File: src/rtl/spi_sram_pkg.sv
// Shared types, SPI command codes and helpers for the SPI serial SRAM arbiter.
package spi_sram_pkg;

   localparam int unsigned DATA_W    = 32;
   localparam logic [7:0]  CMD_READ  = 8'h03;
   localparam logic [7:0]  CMD_WRITE = 8'h02;

   typedef enum logic [1:0] {
      SZ_BYTE = 2'b00,
      SZ_HALF = 2'b01,
      SZ_WORD = 2'b10
   } size_e;

   typedef enum logic [1:0] {
      ST_IDLE,
      ST_SHIFT,
      ST_ACK,
      ST_GAP
   } state_e;

   // Request attributes captured at grant time.
   typedef struct packed {
      logic       port_d;
      logic       we;
      logic [1:0] size;
   } req_t;

   function automatic logic [2:0] nbytes(input logic [1:0] size);
      case (size)
         SZ_BYTE: nbytes = 3'd1;
         SZ_HALF: nbytes = 3'd2;
         default: nbytes = 3'd4;
      endcase
   endfunction

   // Byte 0 travels first on the wire but lives in [7:0] on the bus.
   function automatic logic [DATA_W-1:0] byte_swap(input logic [DATA_W-1:0] w);
      byte_swap = {w[7:0], w[15:8], w[23:16], w[31:24]};
   endfunction

endpackage

File: src/rtl/spi_sram_arbiter_if.sv
// CPU-side bus bundle: instruction-fetch port and load/store port.
interface spi_sram_arbiter_if #(
   parameter int unsigned ADDR_W = 16
);
   logic              if_req;
   logic [ADDR_W-1:0] if_addr;
   logic [31:0]       if_rdata;
   logic              if_ack;

   logic              d_req;
   logic              d_we;
   logic [1:0]        d_size;
   logic [ADDR_W-1:0] d_addr;
   logic [31:0]       d_wdata;
   logic [31:0]       d_rdata;
   logic              d_ack;

   modport master (
      output if_req, if_addr, d_req, d_we, d_size, d_addr, d_wdata,
      input  if_rdata, if_ack, d_rdata, d_ack
   );

   modport slave (
      input  if_req, if_addr, d_req, d_we, d_size, d_addr, d_wdata,
      output if_rdata, if_ack, d_rdata, d_ack
   );
endinterface

File: src/rtl/spi_sram_shifter.sv
// SPI mode-0 bit engine: SCLK generation, bit counting and TX/RX shift registers.
module spi_sram_shifter
   import spi_sram_pkg::*;
#(
   parameter int unsigned FRAME_W = 56,
   parameter int unsigned CLK_DIV = 1,
   parameter int unsigned LEN_W   = $clog2(FRAME_W + 1)
) (
   input  logic               clk,
   input  logic               rst_n,
   input  logic               start,
   input  logic [FRAME_W-1:0] frame,
   input  logic [LEN_W-1:0]   len,
   input  logic               miso,
   output logic               sclk,
   output logic               mosi,
   output logic               done_c,
   output logic [DATA_W-1:0]  rx_c
);

   localparam int unsigned DIV_W = $clog2(CLK_DIV) + 1;

   logic                active;
   logic [DIV_W-1:0]    div_cnt;
   logic [LEN_W-1:0]    bit_cnt;
   logic [LEN_W-1:0]    len_q;
   logic [FRAME_W-1:0]  tx_sr;
   logic [DATA_W-2:0]   rx_sr;
   logic                phase_end_c;

   assign phase_end_c = active && (div_cnt == DIV_W'(CLK_DIV - 1));
   // Last cycle of the final high phase; the arbiter acks on the following edge.
   assign done_c      = phase_end_c && sclk && ((bit_cnt + LEN_W'(1)) == len_q);
   assign rx_c        = {rx_sr, miso};

   always_ff @(posedge clk) begin
      if (!rst_n) begin
         active  <= 1'b0;
         div_cnt <= '0;
         bit_cnt <= '0;
         len_q   <= '0;
         tx_sr   <= '0;
         rx_sr   <= '0;
         sclk    <= 1'b0;
         mosi    <= 1'b0;
      end else if (start) begin
         active  <= 1'b1;
         div_cnt <= '0;
         bit_cnt <= '0;
         len_q   <= len;
         tx_sr   <= frame;
         sclk    <= 1'b0;
         mosi    <= frame[FRAME_W-1];
      end else if (active) begin
         if (!phase_end_c) begin
            div_cnt <= div_cnt + DIV_W'(1);
         end else begin
            div_cnt <= '0;
            if (!sclk) begin
               sclk <= 1'b1;
            end else begin
               sclk  <= 1'b0;
               rx_sr <= rx_c[DATA_W-2:0];
               if (done_c) begin
                  active <= 1'b0;
                  mosi   <= 1'b0;
               end else begin
                  bit_cnt <= bit_cnt + LEN_W'(1);
                  tx_sr   <= tx_sr << 1;
                  mosi    <= tx_sr[FRAME_W-2];
               end
            end
         end
      end
   end

endmodule

File: src/rtl/spi_sram_arbiter.sv
// Round-robin arbiter sharing one SPI serial SRAM between the fetch and load/store ports.
module spi_sram_arbiter
   import spi_sram_pkg::*;
#(
   parameter int unsigned ADDR_W  = 16,
   parameter int unsigned CLK_DIV = 1,
   parameter int unsigned CS_GAP  = 2
) (
   input  logic               clk,
   input  logic               rst_n,
   spi_sram_arbiter_if.slave  bus,
   output logic               spi_cs_n,
   output logic               spi_sclk,
   output logic               spi_mosi,
   input  logic               spi_miso,
   output logic               busy
);

   localparam int unsigned FRAME_W = 8 + ADDR_W + DATA_W;
   localparam int unsigned LEN_W   = $clog2(FRAME_W + 1);
   localparam int unsigned GAP_W   = $clog2(CS_GAP) + 1;

   state_e              state;
   req_t                req;
   logic                rr_last_d;
   logic [GAP_W-1:0]    gap_cnt;

   logic                grant_c;
   logic                grant_d_c;
   logic [FRAME_W-1:0]  frame_c;
   logic [LEN_W-1:0]    len_c;
   logic                done_c;
   logic [DATA_W-1:0]   rx_c;
   logic [DATA_W-1:0]   rdata_c;

   // Arbitration and frame build; the shifter captures the frame at grant.
   always_comb begin
      grant_c   = 1'b0;
      grant_d_c = 1'b0;
      frame_c   = '0;
      len_c     = '0;
      if (state == ST_IDLE) begin
         if (bus.if_req && (!bus.d_req || rr_last_d)) begin
            grant_c = 1'b1;
         end else if (bus.d_req) begin
            grant_c   = 1'b1;
            grant_d_c = 1'b1;
         end
      end
      if (grant_d_c) begin
         frame_c = {(bus.d_we ? CMD_WRITE : CMD_READ), bus.d_addr,
                    (bus.d_we ? byte_swap(bus.d_wdata) : DATA_W'(0))};
         len_c   = LEN_W'(8 + ADDR_W) + LEN_W'({nbytes(bus.d_size), 3'b000});
      end else begin
         frame_c = {CMD_READ, bus.if_addr, DATA_W'(0)};
         len_c   = LEN_W'(FRAME_W);
      end
   end

   // Only the trailing data-phase bits of the receive stream are kept.
   always_comb begin
      rdata_c = byte_swap(rx_c);
      case (nbytes(req.size))
         3'd1:    rdata_c = {24'h0, rx_c[7:0]};
         3'd2:    rdata_c = {16'h0, rx_c[7:0], rx_c[15:8]};
         default: ;
      endcase
   end

   spi_sram_shifter #(
      .FRAME_W (FRAME_W),
      .CLK_DIV (CLK_DIV),
      .LEN_W   (LEN_W)
   ) u_shifter (
      .clk    (clk),
      .rst_n  (rst_n),
      .start  (grant_c),
      .frame  (frame_c),
      .len    (len_c),
      .miso   (spi_miso),
      .sclk   (spi_sclk),
      .mosi   (spi_mosi),
      .done_c (done_c),
      .rx_c   (rx_c)
   );

   always_ff @(posedge clk) begin
      if (!rst_n) begin
         state        <= ST_IDLE;
         req          <= '0;
         rr_last_d    <= 1'b1;
         gap_cnt      <= '0;
         spi_cs_n     <= 1'b1;
         busy         <= 1'b0;
         bus.if_ack   <= 1'b0;
         bus.d_ack    <= 1'b0;
         bus.if_rdata <= '0;
         bus.d_rdata  <= '0;
      end else begin
         bus.if_ack <= 1'b0;
         bus.d_ack  <= 1'b0;
         case (state)
            ST_IDLE: begin
               if (grant_c) begin
                  state      <= ST_SHIFT;
                  spi_cs_n   <= 1'b0;
                  busy       <= 1'b1;
                  rr_last_d  <= grant_d_c;
                  req.port_d <= grant_d_c;
                  req.we     <= grant_d_c & bus.d_we;
                  req.size   <= grant_d_c ? bus.d_size : SZ_WORD;
               end
            end
            ST_SHIFT: begin
               if (done_c) begin
                  state    <= ST_ACK;
                  spi_cs_n <= 1'b1;
                  if (req.port_d) begin
                     bus.d_ack <= 1'b1;
                     if (!req.we) begin
                        bus.d_rdata <= rdata_c;
                     end
                  end else begin
                     bus.if_ack   <= 1'b1;
                     bus.if_rdata <= rdata_c;
                  end
               end
            end
            ST_ACK: begin
               state   <= ST_GAP;
               gap_cnt <= '0;
            end
            ST_GAP: begin
               if (gap_cnt == GAP_W'(CS_GAP - 1)) begin
                  state <= ST_IDLE;
                  busy  <= 1'b0;
               end else begin
                  gap_cnt <= gap_cnt + GAP_W'(1);
               end
            end
            default: state <= ST_IDLE;
         endcase
      end
   end

endmodule

File: src/flat_wrapper.sv
// flat-port wrapper written by rule: the top's interface ports become plain ports
module spi_sram_arbiter_flat import spi_sram_pkg::*;
#(
   parameter int unsigned ADDR_W  = 16,
   parameter int unsigned CLK_DIV = 1,
   parameter int unsigned CS_GAP  = 2
)
  (clk, rst_n, spi_cs_n, spi_sclk, spi_mosi, spi_miso, busy, bus_if_req, bus_if_addr, bus_d_req, bus_d_we, bus_d_size, bus_d_addr, bus_d_wdata, bus_if_rdata, bus_if_ack, bus_d_rdata, bus_d_ack);
  spi_sram_arbiter_if #(.ADDR_W(ADDR_W)) bus_i ();
  input  logic clk;
  input  logic rst_n;
  output logic spi_cs_n;
  output logic spi_sclk;
  output logic spi_mosi;
  input  logic spi_miso;
  output logic busy;
  input wire logic [$bits(bus_i.if_req)-1:0] bus_if_req;
  input wire logic [$bits(bus_i.if_addr)-1:0] bus_if_addr;
  input wire logic [$bits(bus_i.d_req)-1:0] bus_d_req;
  input wire logic [$bits(bus_i.d_we)-1:0] bus_d_we;
  input wire logic [$bits(bus_i.d_size)-1:0] bus_d_size;
  input wire logic [$bits(bus_i.d_addr)-1:0] bus_d_addr;
  input wire logic [$bits(bus_i.d_wdata)-1:0] bus_d_wdata;
  output wire logic [$bits(bus_i.if_rdata)-1:0] bus_if_rdata;
  output wire logic [$bits(bus_i.if_ack)-1:0] bus_if_ack;
  output wire logic [$bits(bus_i.d_rdata)-1:0] bus_d_rdata;
  output wire logic [$bits(bus_i.d_ack)-1:0] bus_d_ack;
  assign bus_i.if_req = bus_if_req;
  assign bus_i.if_addr = bus_if_addr;
  assign bus_i.d_req = bus_d_req;
  assign bus_i.d_we = bus_d_we;
  assign bus_i.d_size = bus_d_size;
  assign bus_i.d_addr = bus_d_addr;
  assign bus_i.d_wdata = bus_d_wdata;
  assign bus_if_rdata = bus_i.if_rdata;
  assign bus_if_ack = bus_i.if_ack;
  assign bus_d_rdata = bus_i.d_rdata;
  assign bus_d_ack = bus_i.d_ack;
  spi_sram_arbiter #(.ADDR_W(ADDR_W), .CLK_DIV(CLK_DIV), .CS_GAP(CS_GAP)) u_core (.clk(clk), .rst_n(rst_n), .bus(bus_i), .spi_cs_n(spi_cs_n), .spi_sclk(spi_sclk), .spi_mosi(spi_mosi), .spi_miso(spi_miso), .busy(busy));
endmodule
File: config.mk
export PLATFORM = sky130hd
export DESIGN_NAME = spi_sram_arbiter_flat
export DESIGN_NICKNAME = d
export VERILOG_FILES = /design/src/rtl/spi_sram_pkg.sv /design/src/rtl/spi_sram_arbiter_if.sv /design/src/rtl/spi_sram_shifter.sv /design/src/rtl/spi_sram_arbiter.sv /design/src/flat_wrapper.sv
export SDC_FILE = /design/constraint.sdc
export NUM_CORES = 1
export LEC_CHECK = 0
export CAP_MARGIN = 25
export CORE_AREA = 2 2 123 185
export CTS_BUF_LIST = sky130_fd_sc_hd__clkbuf_16
export DETAILED_ROUTE_END_ITERATION = 8
export DIE_AREA = 0 0 125 187
export PLACE_DENSITY_LB_ADDON = 0.1
export SLEW_MARGIN = 20
export SYNTH_ARGS = -nofsm -noshare
export SYNTH_HDL_FRONTEND = slang
export SYNTH_SLANG_ARGS = --single-unit
File: constraint.sdc
create_clock -name clk -period 2.25 [get_ports clk]
set_clock_uncertainty 0.2 [all_clocks]
set_input_delay 0.45 -clock clk [delete_from_list [all_inputs] [get_ports clk]]
set_output_delay 0.45 -clock clk [all_outputs]
set_load 0.03 [all_outputs]
Word level (Yosys, flattened, before mapping)
Index checks and enable logic that the tools add are counted.
Cells by class
  $add $sub $neg: 4
  equal/unequal tests: 14
  multiplexer cells: 45
  bitwise logic cells: 7
  reductions and logical operators: 29
Operator list (count)
  $mux W55: 5
  $pmux W32 S2: 1
  $mux W49: 1
  $mux W32: 1
  $mux W1: 24
  $reduce_and A3 Y1: 6
  $reduce_and A4 Y1: 4
  $pmux W3 S2: 2
  $reduce_bool A2 Y1: 6
  $mux W2: 5
  $eq A2 B1 Y1 const B: 4
  $ne A2 B1 Y1 const B: 4
  $pmux W2 S4: 1
  $add A5 B6 Y6 const A: 1
  $add A6 B1 Y6 const B: 1
  $eq A6 B6 Y1: 1
  $logic_not A2 Y1: 3
  $mux W6: 1
  $not A1 Y1: 6
  $reduce_and A2 Y1: 3
  $eq A2 B2 Y1 const B: 2
  $logic_and A1 B1 Y1: 4
  $pmux W1 S2: 2
  $pmux W2 S2: 1
  10 further kinds: 10
Storage, ports and cells
  register bits after elaboration: 179
  output and inout bits: 70

Logic depth before layout (Yosys ltp)
Gate-level depths: netlist (run 1).
  depth in word-level cells: 9
  gate-level depth with buffers: 8

Cells and area by module
From an unflattened synthesis (run 1), not the netlist that was laid out.
Second synthesis, totals
  cell total of the unflattened synthesis: 884
  area, all modules: 7943.9 um^2
By module, submodules not included
  spi_sram_shifter: instances 1, cells an instance 466, area an instance 4257.8 um^2, seq. area each 2042.0 um^2
  spi_sram_arbiter: instances 1, cells an instance 418, area an instance 3686.0 um^2, seq. area each 1541.5 um^2

Worst setup path before layout (run 1)
OpenSTA, ideal clock, no wires.
  path kind: register to register
  from: register u_core.u_shifter.sclk
  to: register u_core.u_shifter.tx_sr[19]
  data arrival time: 1.969 ns
  data required time: 1.964 ns
  slack: -0.005 ns
  cell stages (with the launch flop): 9
  cells stage by stage: dfxtp_1 > nand3b_1 > clkbuf_1 > nor4_1 > a221o_1 > buf_4 > buf_4 > nor4_1 > a211oi_1
Between the ends
  longest elaborated chain between the ends: 4
  elaborated cells on any way between the ends: 5
RTL lines
  from (decl): RTL line spi_sram_shifter.sv:15  | output logic sclk,
  from (signal assigned): RTL line spi_sram_shifter.sv:44  | sclk <= 1'b0;
  from (signal assigned): RTL line spi_sram_shifter.sv:52  | sclk <= 1'b0;
  from (signal assigned): RTL line spi_sram_shifter.sv:60  | sclk <= 1'b1;
  $logic_and A1 B1 Y1 (2 in series): RTL line spi_sram_shifter.sv:33  | assign done_c = phase_end_c && sclk && ((bit_cnt + LEN_W'(1)) == len_q);
  $ne A2 B1 Y1 (no source line)
  $reduce_and A4 Y1 (no source line) *
  to (signal assigned): RTL line spi_sram_shifter.sv:51  | tx_sr <= frame;
  to (signal assigned): RTL line spi_sram_shifter.sv:69  | tx_sr <= tx_sr << 1;
  to (decl): RTL line spi_sram_shifter.sv:27  | logic [FRAME_W-1:0] tx_sr;
Every way passes the cells marked *; elsewhere a longest branch is shown, timed or not.
A chain may end at the register's enable or synchronous reset.

Final worst setup path (run 1)
  from: register u_core.u_shifter.bit_cnt[0]
  to: register u_core.u_shifter.tx_sr[43]
Between the ends
  longest elaborated chain between the ends: 5
RTL lines
  from (decl): RTL line spi_sram_shifter.sv:25  | logic [LEN_W-1:0] bit_cnt;
  from (signal assigned): RTL line spi_sram_shifter.sv:68  | bit_cnt <= bit_cnt + LEN_W'(1);
  $add A6 B1 Y6: RTL line spi_sram_shifter.sv:33
  $eq A6 B6 Y1: RTL line spi_sram_shifter.sv:33
  $logic_and A1 B1 Y1: RTL line spi_sram_shifter.sv:33
  $ne A2 B1 Y1 (no source line)
  $reduce_and A4 Y1 (no source line)
Every way passes these cells.

==> results.cfg, run 1 <==
[run_status]
run_status = complete, but fails checks
violations = negative setup slack

[setup_path]
cpMaxStageDelayCell = dfxtp_2
r2r-end = u_core.u_shifter.tx_sr[43]
crit_required_ns = 2.42
path_cells = ha_4 > and3b_2 > o21ai_4 > a221o_1 > buf_6 > nor3_4 > clkbuf_16 > mux2i_1
arrival_ns = 2.44
r2r-start = u_core.u_shifter.bit_cnt[0]
ff2ff_path_depth = 8
cp-end-kind = flop
critical_path.startpoint = u_core.u_shifter.bit_cnt[0]
worstSetupPathType = flop to flop
startpoint_type = flop
crit_path_max_fanout = 7
rrSetupSlack_ns = -0.02
max_stage_delay_ns = 0.36

[global_route]
grt_overflow_total = 0
grt_max_degree = 77
grt_pass1_wl_um = 36260
top_usage_layer = met2
use_met2 = 0.3495
antenna_found_initial = 0
grtUsageTotal = 0.1892
first_global_vias = 6978
grt_util_met1 = 0.2197
grt_util_met3 = 0.03690

[sta]
final.setup.worst_slack_ns = -0.01921
slew-limit-headroom = 0.7496
grt_setup_unrepaired = yes
setup_viol = 7
tightest_slew_ns = 0.3742
layout_min_cycle_time_ns = 2.269
max_freq_mhz = 440.7
final_max_slew_viol_count = 0
hold_slack_ns = 0.2610
final-hold-violation-count = 0
finalCritPeriodShare = 1.009

[floorplanning]
die_width_um = 125
die_area_sq_um = 23380
num_rows = 67
coreArea_sq_um = 21960
io_pins = 142
die_h_um = 187
initial_core_util = 0.3611

[place]
portBuffers = 141
place_hpwl_um = 15210
place_congestion = 0.8413

[clock_network]
path_clk_slew_ns = 0.07
cts_made_buffers = 17
postCtsHoldBufs = 0
cts_tree = done
cts_buffer_depth = 2
clock-sinks = 176
htreeDepth = 4
clkLatencyLatePin_ns = 0.44
cts_root_buffer = clkbuf_16

[yosys]
synth_largest_area_cell = dfxtp_1
synth_ff_type = dfxtp_1
ys_seq_elements = 176
synth_top_area_share = 0.4443
synthArstFlopShare = 0
ys_warn_count = 0
synth_area_sq_um = 7930
syn_nets = 1001
synth_area_leaders = dfxtp_1, mux2i_1, nand2_1
syn-instance-count = 921
synth_edf_count = 0
yosysSeqAreaShare = 0.4443
synthDistinctLibCells = 59
synth_area_per_cell_sq_um = 8.610

[min_path]
min-delay-start = u_core.bus.if_rdata[11]
holdPathStages = 2
min_path_type = flop to flop
holdPathEnd = u_core.bus.if_rdata[11]

[power_and_ir_drop]
p_sw_w = 0.003393
p_per_area_nw_per_um2 = 953.4
comb_power_share = 0.326
vdd_drop_max_mv = 0.5949
p_sw_frac = 0.3233
power.share.sequential = 0.374
leakagePower_nw = 3.905
clkPwrFrac = 0.300
p_int_w = 0.007102

[run]
drv_cap = 0

[detailed_routing]
finalWirelength_um = 22810
wire_per_inst_um = 16.75
drc = 0
first_pass_iters = 5
drt-vias-per-instance = 5.293
vias = 7209
postRouteAntennaNets = 0
first_iter_violations = 365

[final_layout]
final_nets = 1153
fin_util = 0.5012
syn_to_final_growth_pct = 38.81
num-fill-cells = 2147
antenna_cells = 0
drive_above_1_share = 0.1409
## state kept, by name, indices dropped and copies added, names as in the netlist
name / cells
u_core.req: 4
u_core.u_shifter.sclk: 1
u_core.u_shifter.mosi: 1
u_core.u_shifter.tx_sr: 55
u_core.u_shifter.bit_cnt: 6
u_core.u_shifter.rx_sr: 31
u_core.bus.d_ack: 1
u_core.state: 2
u_core.bus.if_rdata: 32
u_core.u_shifter.active: 1
u_core.u_shifter.len_q: 3
u_core.rr_last_d: 1
u_core.u_shifter.div_cnt: 1
u_core.gap_cnt: 2
u_core.bus.d_rdata: 32
u_core.bus.if_ack: 1
u_core.busy: 1
u_core.spi_cs_n: 1
## cell type report
cell class                 count  area [sq um]  area share
timing repair buffer         215          2278      0.2070
inverter                       7         27.53    0.002501
sequential                   176          3531      0.3208
tap                          276         345.3     0.03137
clock inverter                15         193.9     0.01762
clock buffer                  17         425.4     0.03864
multi-input combinational    656          4207      0.3821
## timing repair
item | in CTS | in global routing
resized for setup | 3 | 40
setup buffers | 0 | 9
endpoints found under the setup margin | 21 | 119
cloned | 0 | 3
pin swaps | 0 | 4
## worst max path at each step
stage,end,cells after the start
floorplan,u_core.u_shifter.tx_sr[32],7
global placement,u_core.u_shifter.tx_sr[48],8
detailed placement,u_core.u_shifter.tx_sr[48],8
CTS,u_core.u_shifter.tx_sr[33],8
global route,u_core.u_shifter.tx_sr[43],7
finish,u_core.u_shifter.tx_sr[43],8
## cells in the final DEF, fill, tap and decap left out, types with 8 or more instances in the layout
master           count
a211o_1             16
a211oi_1            32
a21oi_1             80
a22o_1               8
a22oi_1             32
and2_1              17
buf_12              21
buf_4               46
clkbuf_16           19
clkdlybuf4s50_1    140
dfxtp_1            170
mux2i_1             77
nand2_1            149
nand3_1             46
nor2_1              36
nor4_1              25
o21ai_0             51
## stage by stage
step | instance area (sq um) | setup TNS [ns] | power [W] | worst slack [ns] | instances
floorplan | 7931 | 0 | 0.006062 | 0.02973 | 921
global placement | 10050 | -3.664 | 0.007215 | -0.1191 | 1318
detailed placement | 10050 | -6.525 | 0.007247 | -0.2013 | 1318
CTS | 10690 | 0 | 0.01041 | 0.003608 | 1350
global route | 11010 | -1.415 | 0.01109 | -0.09310 | 1362
finish | 11010 | -0.05966 | 0.01049 | -0.01921 | 1362
## cell usage after synthesis, types with 2 or more instances
master,number
a211o_1,17
a211oi_1,33
a21oi_1,81
a22o_1,8
a22oi_1,32
a31oi_1,3
and2_1,17
and3_1,3
and3b_1,2
buf_2,8
buf_4,4
buf_6,3
clkbuf_1,68
dfxtp_1,176
ha_1,8
inv_1,6
mux2i_1,77
nand2_1,149
nand3_1,48
nand4_1,2
nor2_1,37
nor2b_1,2
nor3_1,4
nor4_1,32
o211ai_1,2
o21a_1,3
o21ai_0,53
o21ai_1,3
or3_1,7
xnor2_1,4
## cells by family after synthesis
group | share of synthesized area
simple gates | 0.1892
compound gates | 0.2005
flops | 0.4443
buf+inv | 0.04859
mux | 0.09719
fa+ha+maj | 0.01262
xor+xnor | 0.007574
## worst max-delay path, delay by kind of cell (launching register included)
family	cells	cell delay [ns]
mux	1	0.18
buf+inv	2	0.38
compound gates	2	0.43
fa+ha+maj	1	0.16
flops	1	0.36
simple gates	2	0.49
## power by group through the flow
stage / combinational [W] / clock, W / sequential [W]
2_1_floorplan: 0.00214 / 0 / 0.00392
3_3_place_gp: 0.00324 / 0 / 0.00398
3_5_place_dp: 0.00327 / 0 / 0.00397
4_1_cts: 0.00327 / 0.00323 / 0.00391
5_1_grt: 0.00376 / 0.00335 / 0.00398
6_report: 0.00342 / 0.00315 / 0.00392
## layer usage
| layer | part of all wire | vias up |
|---|---|---|
| met5 | 0 | - |
| met4 | 0.018 | 0 |
| met3 | 0.033 | 26 |
| met1 | 0.40 | 3449 |
| met2 | 0.54 | 140 |
| li1 | - | 3594 |
(Power assumes the default switching activity.)
==> run 2, diff against run 1 <==
--- a/config.mk
+++ b/config.mk
@@ -8,6 +8,6 @@
 export CAP_MARGIN = 25
-export CORE_AREA = 2 2 123 185
+export CORE_AREA = 2 2 150 152
 export CTS_BUF_LIST = sky130_fd_sc_hd__clkbuf_16
 export DETAILED_ROUTE_END_ITERATION = 8
-export DIE_AREA = 0 0 125 187
+export DIE_AREA = 0 0 152 154
 export PLACE_DENSITY_LB_ADDON = 0.1
==> constraint.sdc (replaced) <==
create_clock -name clk -period 2.25 [get_ports clk]
set_clock_uncertainty 0.2 [all_clocks]
set_input_delay 0.3375 -clock clk [delete_from_list [all_inputs] [get_ports clk]]
set_output_delay 0.3375 -clock clk [all_outputs]
set_load 0.03 [all_outputs]
==> results.cfg, run 2 (synthesis results as in run 1) <==
[sta]
max_freq_mhz = 439.7
final-hold-violation-count = 0
final.setup.worst_slack_ns = -0.02427
grt_setup_unrepaired = yes
slew-limit-headroom = 0.4947
layout_min_cycle_time_ns = 2.274
finalCritPeriodShare = 1.011
final_max_slew_viol_count = 0
tightest_slew_ns = 0.7579
setup_viol = 8

[global_route]
antenna_found_initial = 0
grtUsageTotal = 0.1994
grt_pass1_wl_um = 38180
first_global_vias = 7013
grt_overflow_total = 0
grt_max_degree = 77

[floorplanning]
io_pins = 142
coreArea_sq_um = 21690
initial_core_util = 0.3656
die_area_sq_um = 23410
die_width_um = 152
num_rows = 54
die_h_um = 154

[run]
drv_cap = 0

[clock_network]
cts_tree = done
cts_buffer_depth = 2
clock-sinks = 176
clkLatencyLatePin_ns = 0.43
cts_made_buffers = 17
cts_root_buffer = clkbuf_16
postCtsHoldBufs = 0
path_clk_slew_ns = 0.07
htreeDepth = 4

[min_path]
min_path_type = input port to flop
holdPathStages = 3
min-delay-start = rst_n
holdPathEnd = u_core.u_shifter.len_q[3]

[final_layout]
largest_reg_flops = 55
final_nets = 1150
top_register = u_core.u_shifter.tx_sr
layout_commonest_cell = dfxtp_1
top_regs = u_core.u_shifter.tx_sr: 55 flops, u_core.bus.d_rdata: 32 flops, u_core.bus.if_rdata: 32 flops
num-fill-cells = 2078
drive_above_1_share = 0.1440
syn_to_final_growth_pct = 38.09
final_cell_mix = dfxtp_1, nand2_1, clkdlybuf4s50_1, a21oi_1, mux2i_1
fin_area_sq_um = 10950
antenna_cells = 0

[detailed_routing]
finalWirelength_um = 23840
wire_per_inst_um = 17.49
first_pass_iters = 4
first_iter_violations = 382
drc = 0
drt-vias-per-instance = 5.317
vias = 7247
postRouteAntennaNets = 0

[place]
place_hpwl_um = 15340
placed_area_sq_um = 10060
portBuffers = 141
dp_slack_ns = -0.05990
place_congestion = 0.7753

[run_status]
run_status = complete, but fails checks
violations = negative setup slack

[setup_path]
startpoint_type = flop
arrival_ns = 2.43
cp-end-kind = flop
rrSetupSlack_ns = -0.02
crit_path_max_fanout = 7
worstSetupPathType = flop to flop
ff2ff_path_depth = 8
crit_required_ns = 2.41
r2r-end = u_core.u_shifter.tx_sr[38]
r2r-start = u_core.u_shifter.bit_cnt[0]

[power_and_ir_drop]
vdd_drop_max_mv = 0.4786
p_per_area_nw_per_um2 = 936.4
p_total_w = 0.01025
leakagePower_nw = 3.852
[run 2: critical path, cell delays in order (launching register included)]
cell and delay [ns]:
dfxtp_4 0.37, ha_4 0.15, and3b_2 0.22, o21ai_4 0.08, a221o_1 0.39, buf_12 0.16, nor3_4 0.24, clkbuf_16 0.23
mux2i_1 0.17
[run 2: worst max path at each step]
stage                           startpoint                    endpoint  slack, ns  cells after the start
2_1_floorplan  u_core.u_shifter.bit_cnt[0]  u_core.u_shifter.tx_sr[32]       0.03                      7
3_3_place_gp                    bus_if_req             u_core.state[1]      -0.02                      6
3_5_place_dp                    bus_if_req             u_core.state[1]      -0.06                      6
4_1_cts        u_core.u_shifter.bit_cnt[2]  u_core.u_shifter.tx_sr[33]     -0.003                      7
5_1_grt        u_core.u_shifter.bit_cnt[0]  u_core.u_shifter.tx_sr[38]      -0.11                      8
6_report       u_core.u_shifter.bit_cnt[0]  u_core.u_shifter.tx_sr[38]      -0.02                      8
[run 2: layout make-up]
cell class | instances | area [sq um] | share of cell area
Multi-Input combinational cell | 655 | 4232 | 0.3864
Sequential cell | 176 | 3536 | 0.3229
Inverter | 7 | 27.53 | 0.002514
Timing Repair Buffer | 213 | 2266 | 0.2069
Clock inverter | 15 | 113.9 | 0.01040
Clock buffer | 17 | 425.4 | 0.03885
Tap cell | 280 | 350.3 | 0.03199
[run 2: metrics by stage]
| step | instances | util | hold WS (ns) | TNS, ns |
|---|---|---|---|---|
| 6_report | 1363 | 0.5049 | 0.08541 | -0.1423 |
| 3_3_place_gp | 1319 | 0.4641 | 0.2434 | -0.04598 |
| 5_1_grt | 1363 | 0.5049 | 0.08601 | -1.831 |
| 4_1_cts | 1351 | 0.4897 | 0.07989 | -0.003310 |
| 2_1_floorplan | 921 | - | 0.2219 | 0 |
| 3_5_place_dp | 1319 | 0.4641 | 0.2470 | -0.1056 |
[run 2: per-layer routing]
layer	track usage	vias to the layer above	wire (um)
li1	-	3593	-
met1	0.2839	3500	11650
met2	0.3108	138	11090
met3	0.03833	16	851
met4	0.05029	0	247
met5	0	-	0
[run 2: repair_timing]
action,CTS,global route
pin swaps,0,4
cloned,0,3
endpoints found under the hold margin,0,0
resized for setup,3,61
setup buffers,0,9
endpoints found under the setup margin,17,124
[run 2: where the power goes]
part           leakage (nW)  total (W)  internal [W]  switching, W
clock                 0.264    0.00278       0.00143       0.00135
combinational          2.15    0.00357       0.00171       0.00187
sequential             1.43    0.00391       0.00362      0.000290
total                  3.85     0.0103       0.00675       0.00350
